**config.mk**
```make
export PLATFORM = sky130hd
export DESIGN_NAME = stg_hazard_ctl_flat
export DESIGN_NICKNAME = d
export VERILOG_FILES = /design/src/rtl/stg_hazard_ctl_pkg.sv /design/src/rtl/stg_hazard_ctl_if.sv /design/src/rtl/stg_hazard_ctl_hz_luse_det.sv /design/src/rtl/stg_hazard_ctl.sv /design/src/flat_wrapper.sv
export SDC_FILE = /design/constraint.sdc
export NUM_CORES = 1
export LEC_CHECK = 0
export ABC_AREA = 1
export BUFFER_PORTS_ARGS = -buffer_cell sky130_fd_sc_hd__buf_4
export CAP_MARGIN = 20
export CORE_MARGIN = 2
export CORE_UTILIZATION = 44
export DETAILED_ROUTE_END_ITERATION = 6
export PLACE_DENSITY = 0.74
export SYNTH_ARGS = -nofsm -noshare
export SYNTH_HDL_FRONTEND = slang
export SYNTH_SLANG_ARGS = --single-unit
```
**constraint.sdc**
```tcl
create_clock -name iw_clk -period 3.05 [get_ports iw_clk]
set_input_delay 0.4575 -clock iw_clk [delete_from_list [all_inputs] [get_ports iw_clk]]
set_output_delay 0.4575 -clock iw_clk [all_outputs]
set_load 0.005 [all_outputs]
```
**src/rtl/stg_hazard_ctl_pkg.sv**
```systemverilog
// Shared definitions for the pipeline hazard sequencer: GP index width and FSM encoding.
package stg_hazard_ctl_pkg;

    localparam int GP_IDX_W   = 4;
    localparam int HBIT_HZ_ST = 1;

    typedef enum logic [HBIT_HZ_ST:0] {
        HZ_RUN     = 2'd0,
        HZ_MC_BUSY = 2'd1,
        HZ_FLUSH   = 2'd2
    } hz_state_e;

endpackage

```
**src/rtl/stg_hazard_ctl_if.sv**
```systemverilog
// Hazard-control bundle between the stage chain and the sequencer.
interface stg_hazard_ctl_if
    import stg_hazard_ctl_pkg::*;
#(
    parameter int CNT_W = 16
);
    logic [GP_IDX_W-1:0] iw_id_src_gp;
    logic                iw_id_src_gp_re;
    logic [GP_IDX_W-1:0] iw_id_tgt_gp;
    logic                iw_id_tgt_gp_re;
    logic [GP_IDX_W-1:0] iw_ex_tgt_gp;
    logic                iw_ex_tgt_gp_we;
    logic                iw_ex_is_load;
    logic                iw_ex_branch_taken;
    logic                iw_ex_mc_start;
    logic                iw_ex_mc_done;
    logic                iw_mem_wait;
    logic                iw_cnt_clr;

    logic                ow_stall_front;
    logic                ow_stall_ex;
    logic                ow_stall_back;
    logic                ow_flush_front;
    logic                ow_bubble_ex;
    logic [1:0]          ow_state;
    logic                ow_mc_timeout;
    logic                ow_err;
    logic [CNT_W-1:0]    ow_stall_cnt;

    // The sequencer side: consumes pipeline status, drives stage controls.
    modport slave (
        input  iw_id_src_gp, iw_id_src_gp_re, iw_id_tgt_gp, iw_id_tgt_gp_re,
               iw_ex_tgt_gp, iw_ex_tgt_gp_we, iw_ex_is_load, iw_ex_branch_taken,
               iw_ex_mc_start, iw_ex_mc_done, iw_mem_wait, iw_cnt_clr,
        output ow_stall_front, ow_stall_ex, ow_stall_back, ow_flush_front,
               ow_bubble_ex, ow_state, ow_mc_timeout, ow_err, ow_stall_cnt
    );

    modport master (
        output iw_id_src_gp, iw_id_src_gp_re, iw_id_tgt_gp, iw_id_tgt_gp_re,
               iw_ex_tgt_gp, iw_ex_tgt_gp_we, iw_ex_is_load, iw_ex_branch_taken,
               iw_ex_mc_start, iw_ex_mc_done, iw_mem_wait, iw_cnt_clr,
        input  ow_stall_front, ow_stall_ex, ow_stall_back, ow_flush_front,
               ow_bubble_ex, ow_state, ow_mc_timeout, ow_err, ow_stall_cnt
    );
endinterface

```
**src/rtl/stg_hazard_ctl_hz_luse_det.sv**
```systemverilog
// Combinational load-use comparator: a load in EX whose target is read by ID.
module hz_luse_det
    import stg_hazard_ctl_pkg::*;
(
    input  logic [GP_IDX_W-1:0] iw_id_src_gp,
    input  logic                iw_id_src_gp_re,
    input  logic [GP_IDX_W-1:0] iw_id_tgt_gp,
    input  logic                iw_id_tgt_gp_re,
    input  logic [GP_IDX_W-1:0] iw_ex_tgt_gp,
    input  logic                iw_ex_tgt_gp_we,
    input  logic                iw_ex_is_load,
    output logic                ow_hazard
);
    logic src_hit;
    logic tgt_hit;

    assign src_hit   = iw_id_src_gp_re & (iw_id_src_gp == iw_ex_tgt_gp);
    assign tgt_hit   = iw_id_tgt_gp_re & (iw_id_tgt_gp == iw_ex_tgt_gp);
    assign ow_hazard = iw_ex_is_load & iw_ex_tgt_gp_we & (src_hit | tgt_hit);
endmodule

```
**src/rtl/stg_hazard_ctl.sv**
```systemverilog
// Central pipeline sequencer: Mealy decode of run/busy/flush state into stage stall,
// flush and bubble controls, with a saturating stall-cycle counter.
module stg_hazard_ctl
    import stg_hazard_ctl_pkg::*;
#(
    parameter int FLUSH_CYCLES = 1,
    parameter int MC_TIMEOUT   = 64,
    parameter int CNT_W        = 16
) (
    input logic             iw_clk,
    input logic             iw_rst_n,
    stg_hazard_ctl_if.slave hz
);
    localparam logic [2:0] FL_INIT = 3'(FLUSH_CYCLES - 1);
    localparam logic [7:0] MC_LAST = 8'(MC_TIMEOUT - 1);

    function automatic logic [CNT_W-1:0] sat_inc(input logic [CNT_W-1:0] v);
        return (v == {CNT_W{1'b1}}) ? v : v + CNT_W'(1);
    endfunction

    hz_state_e        state_q, state_d;
    logic [2:0]       fl_cnt_q, fl_cnt_d;
    logic [7:0]       mc_cnt_q, mc_cnt_d;
    logic             err_q, err_set;
    logic [CNT_W-1:0] stall_cnt_q;
    logic             luse;

    logic stall_front, stall_ex, stall_back, flush_front, bubble_ex, mc_timeout;

    hz_luse_det u_luse (
        .iw_id_src_gp    (hz.iw_id_src_gp),
        .iw_id_src_gp_re (hz.iw_id_src_gp_re),
        .iw_id_tgt_gp    (hz.iw_id_tgt_gp),
        .iw_id_tgt_gp_re (hz.iw_id_tgt_gp_re),
        .iw_ex_tgt_gp    (hz.iw_ex_tgt_gp),
        .iw_ex_tgt_gp_we (hz.iw_ex_tgt_gp_we),
        .iw_ex_is_load   (hz.iw_ex_is_load),
        .ow_hazard       (luse)
    );

    always_ff @(posedge iw_clk or negedge iw_rst_n) begin
        if (!iw_rst_n) begin
            state_q     <= HZ_RUN;
            fl_cnt_q    <= '0;
            mc_cnt_q    <= '0;
            err_q       <= 1'b0;
            stall_cnt_q <= '0;
        end else begin
            state_q  <= state_d;
            fl_cnt_q <= fl_cnt_d;
            mc_cnt_q <= mc_cnt_d;
            if (err_set) err_q <= 1'b1;
            if (hz.iw_cnt_clr)
                stall_cnt_q <= '0;
            else if (stall_front)
                stall_cnt_q <= sat_inc(stall_cnt_q);
        end
    end

    // Memory wait freezes every sequence in place, so nothing advances under it.
    always_comb begin
        state_d  = state_q;
        fl_cnt_d = fl_cnt_q;
        mc_cnt_d = mc_cnt_q;
        err_set  = 1'b0;
        if (!hz.iw_mem_wait) begin
            case (state_q)
                HZ_MC_BUSY: begin
                    mc_cnt_d = mc_cnt_q + 8'd1;
                    if (hz.iw_ex_mc_done || mc_cnt_q == MC_LAST) state_d = HZ_RUN;
                end
                HZ_FLUSH: begin
                    fl_cnt_d = fl_cnt_q - 3'd1;
                    if (fl_cnt_q <= 3'd1) state_d = HZ_RUN;
                end
                default: begin
                    state_d = HZ_RUN;
                    if (hz.iw_ex_branch_taken) begin
                        err_set = hz.iw_ex_mc_start;
                        if (FLUSH_CYCLES > 1) begin
                            state_d  = HZ_FLUSH;
                            fl_cnt_d = FL_INIT;
                        end
                    end else if (hz.iw_ex_mc_start) begin
                        state_d  = HZ_MC_BUSY;
                        mc_cnt_d = '0;
                    end
                end
            endcase
        end
    end

    // Outputs are forced low while reset is held, whatever the inputs do.
    always_comb begin
        stall_front = 1'b0;
        stall_ex    = 1'b0;
        stall_back  = 1'b0;
        flush_front = 1'b0;
        bubble_ex   = 1'b0;
        mc_timeout  = 1'b0;
        if (!iw_rst_n) begin
            stall_front = 1'b0;
        end else if (hz.iw_mem_wait) begin
            stall_front = 1'b1;
            stall_ex    = 1'b1;
            stall_back  = 1'b1;
        end else begin
            case (state_q)
                HZ_MC_BUSY: begin
                    if (!hz.iw_ex_mc_done) begin
                        if (mc_cnt_q == MC_LAST) begin
                            mc_timeout = 1'b1;
                        end else begin
                            stall_front = 1'b1;
                            stall_ex    = 1'b1;
                        end
                    end
                end
                HZ_FLUSH: flush_front = 1'b1;
                default: begin
                    if (hz.iw_ex_branch_taken) begin
                        flush_front = 1'b1;
                    end else if (hz.iw_ex_mc_start) begin
                        stall_front = 1'b1;
                        stall_ex    = 1'b1;
                    end else if (luse) begin
                        stall_front = 1'b1;
                        bubble_ex   = 1'b1;
                    end
                end
            endcase
        end
    end

    assign hz.ow_stall_front = stall_front;
    assign hz.ow_stall_ex    = stall_ex;
    assign hz.ow_stall_back  = stall_back;
    assign hz.ow_flush_front = flush_front;
    assign hz.ow_bubble_ex   = bubble_ex;
    assign hz.ow_mc_timeout  = mc_timeout;
    assign hz.ow_state       = state_q;
    assign hz.ow_err         = err_q;
    assign hz.ow_stall_cnt   = stall_cnt_q;
endmodule

```
**src/flat_wrapper.sv**
```systemverilog
// flat-port wrapper written by rule: the top's interface ports become plain ports
module stg_hazard_ctl_flat import stg_hazard_ctl_pkg::*;
#(
    parameter int FLUSH_CYCLES = 1,
    parameter int MC_TIMEOUT   = 64,
    parameter int CNT_W        = 16
)
  (iw_clk, iw_rst_n, hz_iw_id_src_gp, hz_iw_id_src_gp_re, hz_iw_id_tgt_gp, hz_iw_id_tgt_gp_re, hz_iw_ex_tgt_gp, hz_iw_ex_tgt_gp_we, hz_iw_ex_is_load, hz_iw_ex_branch_taken, hz_iw_ex_mc_start, hz_iw_ex_mc_done, hz_iw_mem_wait, hz_iw_cnt_clr, hz_ow_stall_front, hz_ow_stall_ex, hz_ow_stall_back, hz_ow_flush_front, hz_ow_bubble_ex, hz_ow_state, hz_ow_mc_timeout, hz_ow_err, hz_ow_stall_cnt);
  stg_hazard_ctl_if #(.CNT_W(CNT_W)) hz_i ();
  input logic iw_clk;
  input logic iw_rst_n;
  input wire logic [$bits(hz_i.iw_id_src_gp)-1:0] hz_iw_id_src_gp;
  input wire logic [$bits(hz_i.iw_id_src_gp_re)-1:0] hz_iw_id_src_gp_re;
  input wire logic [$bits(hz_i.iw_id_tgt_gp)-1:0] hz_iw_id_tgt_gp;
  input wire logic [$bits(hz_i.iw_id_tgt_gp_re)-1:0] hz_iw_id_tgt_gp_re;
  input wire logic [$bits(hz_i.iw_ex_tgt_gp)-1:0] hz_iw_ex_tgt_gp;
  input wire logic [$bits(hz_i.iw_ex_tgt_gp_we)-1:0] hz_iw_ex_tgt_gp_we;
  input wire logic [$bits(hz_i.iw_ex_is_load)-1:0] hz_iw_ex_is_load;
  input wire logic [$bits(hz_i.iw_ex_branch_taken)-1:0] hz_iw_ex_branch_taken;
  input wire logic [$bits(hz_i.iw_ex_mc_start)-1:0] hz_iw_ex_mc_start;
  input wire logic [$bits(hz_i.iw_ex_mc_done)-1:0] hz_iw_ex_mc_done;
  input wire logic [$bits(hz_i.iw_mem_wait)-1:0] hz_iw_mem_wait;
  input wire logic [$bits(hz_i.iw_cnt_clr)-1:0] hz_iw_cnt_clr;
  output wire logic [$bits(hz_i.ow_stall_front)-1:0] hz_ow_stall_front;
  output wire logic [$bits(hz_i.ow_stall_ex)-1:0] hz_ow_stall_ex;
  output wire logic [$bits(hz_i.ow_stall_back)-1:0] hz_ow_stall_back;
  output wire logic [$bits(hz_i.ow_flush_front)-1:0] hz_ow_flush_front;
  output wire logic [$bits(hz_i.ow_bubble_ex)-1:0] hz_ow_bubble_ex;
  output wire logic [$bits(hz_i.ow_state)-1:0] hz_ow_state;
  output wire logic [$bits(hz_i.ow_mc_timeout)-1:0] hz_ow_mc_timeout;
  output wire logic [$bits(hz_i.ow_err)-1:0] hz_ow_err;
  output wire logic [$bits(hz_i.ow_stall_cnt)-1:0] hz_ow_stall_cnt;
  assign hz_i.iw_id_src_gp = hz_iw_id_src_gp;
  assign hz_i.iw_id_src_gp_re = hz_iw_id_src_gp_re;
  assign hz_i.iw_id_tgt_gp = hz_iw_id_tgt_gp;
  assign hz_i.iw_id_tgt_gp_re = hz_iw_id_tgt_gp_re;
  assign hz_i.iw_ex_tgt_gp = hz_iw_ex_tgt_gp;
  assign hz_i.iw_ex_tgt_gp_we = hz_iw_ex_tgt_gp_we;
  assign hz_i.iw_ex_is_load = hz_iw_ex_is_load;
  assign hz_i.iw_ex_branch_taken = hz_iw_ex_branch_taken;
  assign hz_i.iw_ex_mc_start = hz_iw_ex_mc_start;
  assign hz_i.iw_ex_mc_done = hz_iw_ex_mc_done;
  assign hz_i.iw_mem_wait = hz_iw_mem_wait;
  assign hz_i.iw_cnt_clr = hz_iw_cnt_clr;
  assign hz_ow_stall_front = hz_i.ow_stall_front;
  assign hz_ow_stall_ex = hz_i.ow_stall_ex;
  assign hz_ow_stall_back = hz_i.ow_stall_back;
  assign hz_ow_flush_front = hz_i.ow_flush_front;
  assign hz_ow_bubble_ex = hz_i.ow_bubble_ex;
  assign hz_ow_state = hz_i.ow_state;
  assign hz_ow_mc_timeout = hz_i.ow_mc_timeout;
  assign hz_ow_err = hz_i.ow_err;
  assign hz_ow_stall_cnt = hz_i.ow_stall_cnt;
  stg_hazard_ctl #(.FLUSH_CYCLES(FLUSH_CYCLES), .MC_TIMEOUT(MC_TIMEOUT), .CNT_W(CNT_W)) u_core (.iw_clk(iw_clk), .iw_rst_n(iw_rst_n), .hz(hz_i));
endmodule
```
; ---- Word-level counts from Yosys, hierarchy flattened
; Index checks and enable logic that the tools add are counted.
[op_classes]
n_addsub = 3
n_lt_le_gt_ge = 1
n_eq_ne = 10
muxes = 43
n_bitwise = 7
n_reduce_logical = 8
[op_table]
columns = cell, count
row1 = two-way mux 16 bit, 3
row2 = two-way mux 1 bit, 30
row3 = "adder 16 x 1 -> 16 bit, second input constant", 1
row4 = "equality test 16 bit, second input constant", 1
row5 = two-way mux 8 bit, 2
row6 = one-hot mux 8 bit (2 select lines), 1
row7 = "adder 8 x 1 -> 8 bit, second input constant", 1
row8 = equality test 4 bit, 2
row9 = "equality test 8 x 6 -> 1 bit, second input constant", 1
row10 = two-way mux 2 bit, 3
row11 = "inequality test 2 x 1 -> 1 bit, second input constant", 3
row12 = one-hot mux 1 bit (2 select lines), 3
row13 = AND 1 bit, 4
row14 = one-hot mux 2 bit (2 select lines), 1
row15 = AND reduction 2 bit, 2
row16 = AND reduction 4 bit, 1
row17 = nonzero test 2 bit, 2
row18 = "less-or-equal comparator 3 x 1 -> 1 bit, second input constant", 1
row19 = AND reduction 3 bit, 1
row20 = "subtractor 3 x 1 -> 3 bit, second input constant", 1
row21 = "equality test 2 x 1 -> 1 bit, second input constant", 1
row22 = "equality test 2 bit, second input constant", 1
row23 = "inequality test 2 bit, second input constant", 1
row24 = NOT 1 bit, 2
row25 = 3 further kinds, 3
[totals]
register_bits = 30
inputBits = 23
out_inout_bits = 25
word_cells = 77

; ---- Depth between registers and ports, before layout
; Gate-level depths: netlist (run 1).
[depth]
word_depth = 12
mapped_depth = 12
mapped_depth_nobuf = 11

; ---- Cells and area by module
; Synthesis (run 1) repeated with hierarchy kept, for this count alone.
[hier_totals]
cells_unflattened = 293
hier_area_um2 = 2037.0
[by_module_without_submodules]
columns = module, instances, cells_each, area_per_inst_um2, seq_area_each_um2
row1 = stg_hazard_ctl, 1, 259, 1888.1, 650.6
row2 = hz_luse_det, 1, 34, 148.9, 0.0

; ---- Worst setup path after synthesis (run 1)
; Ideal clock, no wire load.
[synth_timing]
kind = register to register
start = reg u_core.stall_cnt_q[0] (netlist: u_core.hz.ow_stall_cnt[0])
end = reg u_core.stall_cnt_q[7] (netlist: u_core.hz.ow_stall_cnt[7])
setup_ns = 0.118
t_arrival_ns = 1.517
t_required_ns = 2.932
slack_ns = 1.415
path_stages_with_launch = 10
n_path_buf = 1
synth_period_minus_slack_ns = 1.635
cell_sequence = dfrtp_1 -> ha_1 -> nand3_2 -> nor2_4 -> nand2_1 -> nor2_2 -> nand4_2 -> buf_4 -> nand3_1 -> nand2_1
[synth_via]
elab_chain_cells = 4
word_cells_on_any_way = 7
classes_between = add/sub: 1 / eq/ne: 2 / mux: 3 / reduce/logical: 1
[synth_lines]
columns = element, line_no
row1 = start: declaration, stg_hazard_ctl.sv:25  ; logic [CNT_W-1:0] stall_cnt_q;
row2 = start signal: assignment, stg_hazard_ctl.sv:56  ; stall_cnt_q <= sat_inc(stall_cnt_q);
row3 = adder 16 x 1 -> 16 bit, stg_hazard_ctl.sv:18  ; return (v == {CNT_W{1'b1}}) ? v : v + CNT_W'(1);
row4 = two-way mux 16 bit, stg_hazard_ctl.sv:18
row5 = two-way mux 16 bit, stg_hazard_ctl.sv:55  ; else if (stall_front)
row6 = two-way mux 16 bit, stg_hazard_ctl.sv:53  ; if (hz.iw_cnt_clr)
; Parallel ways exist; a longest one is shown, timed or not. The select of a mux whose other input is x is not followed.
; A chain may end at the register's enable or synchronous reset.

; ---- Worst setup path in the final report (run 1)
[layout_timing]
start = reg u_core.mc_cnt_q[1]
end = out hz_ow_stall_front
[layout_via]
elab_chain_cells = 6
[layout_lines]
columns = element, line_no
row1 = start: declaration, stg_hazard_ctl.sv:23  ; logic [7:0] mc_cnt_q, mc_cnt_d;
row2 = start signal: assignment, stg_hazard_ctl.sv:51  ; mc_cnt_q <= mc_cnt_d;
row3 = equality test 8 x 6 -> 1 bit, stg_hazard_ctl.sv:111  ; if (mc_cnt_q == MC_LAST) begin
row4 = two-way mux 1 bit, stg_hazard_ctl.sv:111
row5 = two-way mux 1 bit, stg_hazard_ctl.sv:110  ; if (!hz.iw_ex_mc_done) begin
row6 = one-hot mux 1 bit (2 select lines), stg_hazard_ctl.sv:108  ; case (state_q)
row7 = two-way mux 1 bit, stg_hazard_ctl.sv:103  ; end else if (hz.iw_mem_wait) begin
row8 = two-way mux 1 bit, stg_hazard_ctl.sv:101  ; if (!iw_rst_n) begin
row9 = end: declaration, flat_wrapper.sv:24  ; output wire logic [$bits(hz_i.ow_stall_front)-1:0] hz_ow_stall_front;
; Every way passes these cells.

==> flow_summary.toml, run 1 <==
[worst_setup_path]
reg2reg_setup_slack_ps = 1100
critPathMaxFanout = 6
critPathLaunchType = "flop"
category_of_the_most_critical_setup_path = "reg -> out"
cp_data_required_time_ps = 2590
worstSetupEndpointType = "output port"
data_arrival_critical_path_ps = 1690

[timing]
layout_worst_path_cycle_share = 0.703
finalSetupTns_ps = 0
timing.clock.skew_ps = 2.78
grt_setup_unrepaired = "no"
period_minus_slack_ps = 2140
final-max-slew-violation-count = 0
setup_violations = 0
maxClockFrequency_ghz = 0.466
final_hold_viol_count = 0

[grt]
grt_pass1_wl_mm = 7.33
global_route.usage.met3 = 0.0422
grt-ovfl-total = 0
initial_antenna_violation_count = 0
global_route.usage.met1 = 0.262
grt_max_degree = 31
groute.layer.met2.usage = 0.356
gr-usage-all-layers = 0.203
globalRoute.busiestLayer = "met2"
first_global_vias = 1666

[synthesis]
synth.top_cells.by_area = "dfrtp_1 (35%), nand2_1 (12%), nand3_1 (11%)"
async_reset_ff_frac = 1.00
yosys_register_bits = 26
netlist_instances = 263
synth_seq_area_share = 0.352
synthesis.yosys.warnings = 0
synth_enable_flop_cells = 0
yosys.area.top_type_share = 0.352
yosys.area.top_type = "dfrtp_1"
postSynth.topFlopCell = "dfrtp_1"
synthesis.area_sq_um = 1850
mappedNetlistNets = 288
ys_types = 34
syn-mean-instance-area_sq_um = 7.04

[floorplanning]
floorplan.initialDensity = 0.459
floorplan.die_area_sq_um = 4740
placementRows = 23
boundaryPins = 48
dieHeight_um = 68.9
fp.coreArea_sq_um = 4030
die-width_um = 68.9

[pwr]
seq_power_share = 0.468
power.clock.fraction = 0.329
switching_fraction = 0.283
combPwrFrac = 0.203
largest_vdd_supply_drop_uv = 294
power.density_cell_area_nw_per_um2 = 383
total_switching_power_w = 0.000248
p_int_w = 0.000629
leakage_nw = 1.22

[cts]
clk-insertion-delay-late_ps = 270
postCtsSetupBuffers = 0
cts-hold-fix-buffers = 0
htreeDepth = 1
cts.sink_count = 26
tritoncts = "built"
cts.root.buffer_cell = "clkbuf_8"
cts-buffers-inserted = 3
cts.path.max_buffers = 2
clock_transition_at_path_regs_ps = 90
cts-resized-gates = 0

[detailed_routing]
via_count = 1810
detail-route-antenna-nets = 0
post_drt_wl_per_cell_um = 11.8
routed_wirelength_mm = 4.21
firstDrtPassIters = 4
drt_iter0_drc = 82
drcViolationCount = 0
drt-vias-per-instance = 5.07

[job]
max-cap-violations = 0

[layout]
finalCoreUtilization = 0.569
final-seq-area_sq_um = 651
num-fill-cells = 403
final_common_cell = "nand2_1"
final_cell_mix = "nand2_1 (61), buf_4 (47), nor2_1 (41)"
final_layout_size_suffix_gt1_frac = 0.225
antennaDiodeCount = 0
multiInputGateArea_sq_um = 1040
flow.area_growth_from_synthesis_pct = 23.9
finish.net_count = 333

[place]
place.detailed.hpwl_mm = 3.18
place.port_buffers = 46
gp_congestion = 0.913

[worst_hold_path]
min-delay-path-class = "in -> async"

[run_status]
status = "complete, no violations"
[worst paths after layout]
kind / to / cells after the start / from
min: u_core.hz.ow_err / 1 / iw_rst_n
min reg2reg: u_core.hz.ow_err / 1 / u_core.hz.ow_err
max: hz_ow_stall_front / 9 / u_core.mc_cnt_q[1]
max reg2reg: u_core.hz.ow_stall_cnt[2] / 8 / u_core.hz.ow_stall_cnt[0]
min in group iw_clk: u_core.hz.ow_err / 3 / hz_iw_ex_mc_start
max in group asynchronous: u_core.mc_cnt_q[6] / 1 / iw_rst_n
[sequential cells by signal, indices dropped and copies added (netlist names)]
name                    flops
u_core.hz.ow_err            1
u_core.mc_cnt_q             8
u_core.hz.ow_state          1
u_core.hz.ow_stall_cnt     16
[metal layers]
layer / wire (um) / share of wire / up-vias
met5: 0 / 0 / -
met4: 13 / 0.0031 / 0
met3: 200 / 0.047 / 2
met2: 2030 / 0.48 / 39
met1: 1970 / 0.47 / 839
li1: - / - / 930
[power by group through the flow]
stage / Sequential (W) / Combinational (W) / Clock (W)
2_1_floorplan: 0.000411 / 0.000115 / 0
3_3_place_gp: 0.000415 / 0.000179 / 0
3_5_place_dp: 0.000418 / 0.000180 / 0
4_1_cts: 0.000410 / 0.000180 / 0.000295
5_1_grt: 0.000418 / 0.000206 / 0.000307
6_report: 0.000410 / 0.000178 / 0.000288
[cells by family (layout without fill, tap and decap cells)]
kind of cell	after synthesis	count (layout)	share of synthesized area
simple gates	174	174	0.453
buf+inv	37	81	0.0852
flops	26	26	0.352
xor+xnor	14	14	0.0663
compound gates	9	9	0.0284
fa+ha+maj	2	2	0.0135
other cells	1	1	0.00203
[cells in the mapped netlist, drive strengths merged (2+ instances only)]
library cell,count
a21oi,4
nand2,64
nor3,8
nor3b,3
dfrtp,26
inv,30
clkbuf,3
nand3,43
xor2,10
nand4,7
buf,4
nor2,44
ha,2
xnor2,4
or2,2
nor4,2
[layout make-up]
type                       count  area share
multi-input combinational    200       0.455
inverter                      30      0.0491
clock inverter                 1      0.0131
clock buffer                   3      0.0180
tap                           50      0.0273
sequential                    26       0.284
timing repair buffer          47       0.154
[critical path, cell delays in order (launching register included)]
cell     delay (ps)
dfrtp_1         400
ha_1            170
inv_2            50
nor3_1          170
nand2_1          90
nand2_1          80
nand3_2          80
nand2_2         120
nand2_4         100
buf_4           150
[stage by stage]
step | hold slack, ps | cells | setup WS [ps] | power (W) | instance area (sq um)
6_report | 86.7 | 357 | 906 | 0.000877 | 2290
5_1_grt | 109 | 357 | 683 | 0.000931 | 2290
4_1_cts | 104 | 357 | 901 | 0.000885 | 2290
3_5_place_dp | 406 | 353 | 1120 | 0.000597 | 2220
3_3_place_gp | 405 | 353 | 1150 | 0.000593 | 2220
2_1_floorplan | 162 | 263 | 1410 | 0.000526 | 1850
No activity file was read; power rests on OpenSTA's default activity.
==> inputs of run 2 (changes only) <==
Settings changed: PLACE_DENSITY 0.74 to 0.77.
Clock period 3.05 ns to 1.8 ns, I/O delays scaled along.
==> flow_summary.toml, run 2 (same netlist as run 1, synthesis figures left out) <==
[timing]
setup_violations = 0
maxClockFrequency_ghz = 0.560
grt_setup_unrepaired = "yes"
layout_worst_path_cycle_share = 0.992
final_hold_viol_count = 0
finalSetupTns_ps = 0
layout_setup_ws_ps = 14.8
final-max-slew-violation-count = 0
timing.clock.skew_ps = 3.62
period_minus_slack_ps = 1790

[floorplanning]
placementRows = 23
dieHeight_um = 68.9
boundaryPins = 48
floorplan.initialDensity = 0.459
die-width_um = 68.9
fp.coreArea_sq_um = 4030
floorplan.die_area_sq_um = 4740

[worst_setup_path]
timing.critical_path.buf_inv = 2
category_of_the_most_critical_setup_path = "reg -> out"
critical_path.top_delay_family = "simple AND/OR/NAND/NOR gates"
critPathLaunchType = "flop"
critical_path.reg2reg.endpoint = "u_core.hz.ow_stall_cnt[0]"
critPathMaxFanout = 3
critical_path.reg2reg.startpoint = "u_core.mc_cnt_q[1]"
data_arrival_critical_path_ps = 1520
cp.depth = 9
critPathMaxStageDelay_ps = 370
reg2regPathDepth = 13
critPathCapture = "hz_ow_stall_front"
cp_data_required_time_ps = 1530
crit_path_start = "u_core.mc_cnt_q[1]"
timing.critical_path.cells = "ha_2, inv_2, nor3_2, nand2_1, nand2_1, nand3_2, nand2_4, nand2_4, buf_6"
worstSetupEndpointType = "output port"
cp_slowest_cell = "dfrtp_1"
reg2reg_setup_slack_ps = 70

[detailed_routing]
via_count = 1958
drt_iter0_drc = 84
detail-route-antenna-nets = 0
drt-vias-per-instance = 5.21
drcViolationCount = 0
routed_wirelength_mm = 4.90
post_drt_wl_per_cell_um = 13.0
firstDrtPassIters = 4

[grt]
gr-usage-all-layers = 0.217
grt_max_degree = 26
grt-ovfl-total = 0
grt_pass1_wl_mm = 7.99
initial_antenna_violation_count = 0
first_global_vias = 1853

[layout]
num-fill-cells = 365
final_cell_mix = "buf_4 (62), nand2_1 (61), nor2_1 (41)"
finalCoreUtilization = 0.620
flip_flop_count_of_the_largest_register_after_layout = 16
flow.area_growth_from_synthesis_pct = 35.0
final_layout_size_suffix_gt1_frac = 0.285
finish.net_count = 352
antennaDiodeCount = 0
final_common_cell = "buf_4"

[worst_hold_path]
min-delay-path-class = "in -> async"

[cts]
cts.sink_count = 26
cts-buffers-inserted = 3
clock_transition_at_path_regs_ps = 100
cts.root.buffer_cell = "clkbuf_8"
htreeDepth = 1
cts.path.max_buffers = 2
tritoncts = "built"
clk-insertion-delay-late_ps = 270

[pwr]
largest_vdd_supply_drop_uv = 558
power.density_cell_area_nw_per_um2 = 648
leakage_nw = 1.32

[place]
detailedPlace.worstSlack_ps = 108
gp_congestion = 0.935
place.port_buffers = 46
place.detailed.hpwl_mm = 3.34

[job]
max-cap-violations = 0

[run_status]
status = "complete, no violations"
[run 2: changes by cell type in the layout (fill, tap and decap cells not counted), sizes merged]
cell         before  now
buf              47   64
dlygate4sd3       0    1
nand2            64   65
[run 2: worst min-delay path by stage]
| stage | end | cells past startpoint |
|---|---|---|
| finish | u_core.hz.ow_stall_cnt[5] | 2 |
| global route | u_core.hz.ow_stall_cnt[2] | 2 |
| CTS | u_core.hz.ow_stall_cnt[0] | 2 |
| detailed placement | u_core.hz.ow_err | 1 |
| global placement | u_core.hz.ow_err | 1 |
| floorplan | u_core.hz.ow_err | 0 |
[run 2: layer usage]
metal  vias up  GRT usage  routed length (um)
met5         -          0                   0
met4         0     0.0245                  19
met3         4     0.0390                 258
met2        55      0.418                2510
met1       928      0.257                2120
li1        971          -                   -
[run 2: timing repair]
| item | CTS | global route |
|---|---|---|
| endpoints found under the setup margin | 2 | 19 |
| hold endpoints to repair | 2 | 0 |
| pin swaps | 5 | 2 |
| hold buffers | 1 | 0 |
| setup buffers | 9 | 3 |
| gates resized for setup | 2 | 10 |
| cloned | 0 | 1 |
[run 2: power by group]
part,internal (W),switching (W)
clock,0.000298,0.000194
combinational,0.000212,0.000234
sequential,0.000639,0.0000405
total,0.00115,0.000469
[run 2: final cells by class]
cell class	instances	area (sq um)	area share
inverters	30	113	0.0451
well taps	50	62.6	0.0251
clock inverters	1	30.0	0.0120
clock buffers	3	41.3	0.0165
flip-flops and latches	26	651	0.261
multi-input cells	201	1100	0.441
repair buffers	65	498	0.199
[run 2: stage by stage]
step	power, W	hold slack, ps	cell area (sq um)	cells
6_report	0.00162	43.9	2500	376
5_1_grt	0.00171	56.8	2500	376
4_1_cts	0.00159	26.0	2410	372
3_5_place_dp	0.00102	75.7	2260	358
3_3_place_gp	0.00101	76.1	2260	358
2_1_floorplan	0.000891	-25.6	1850	263
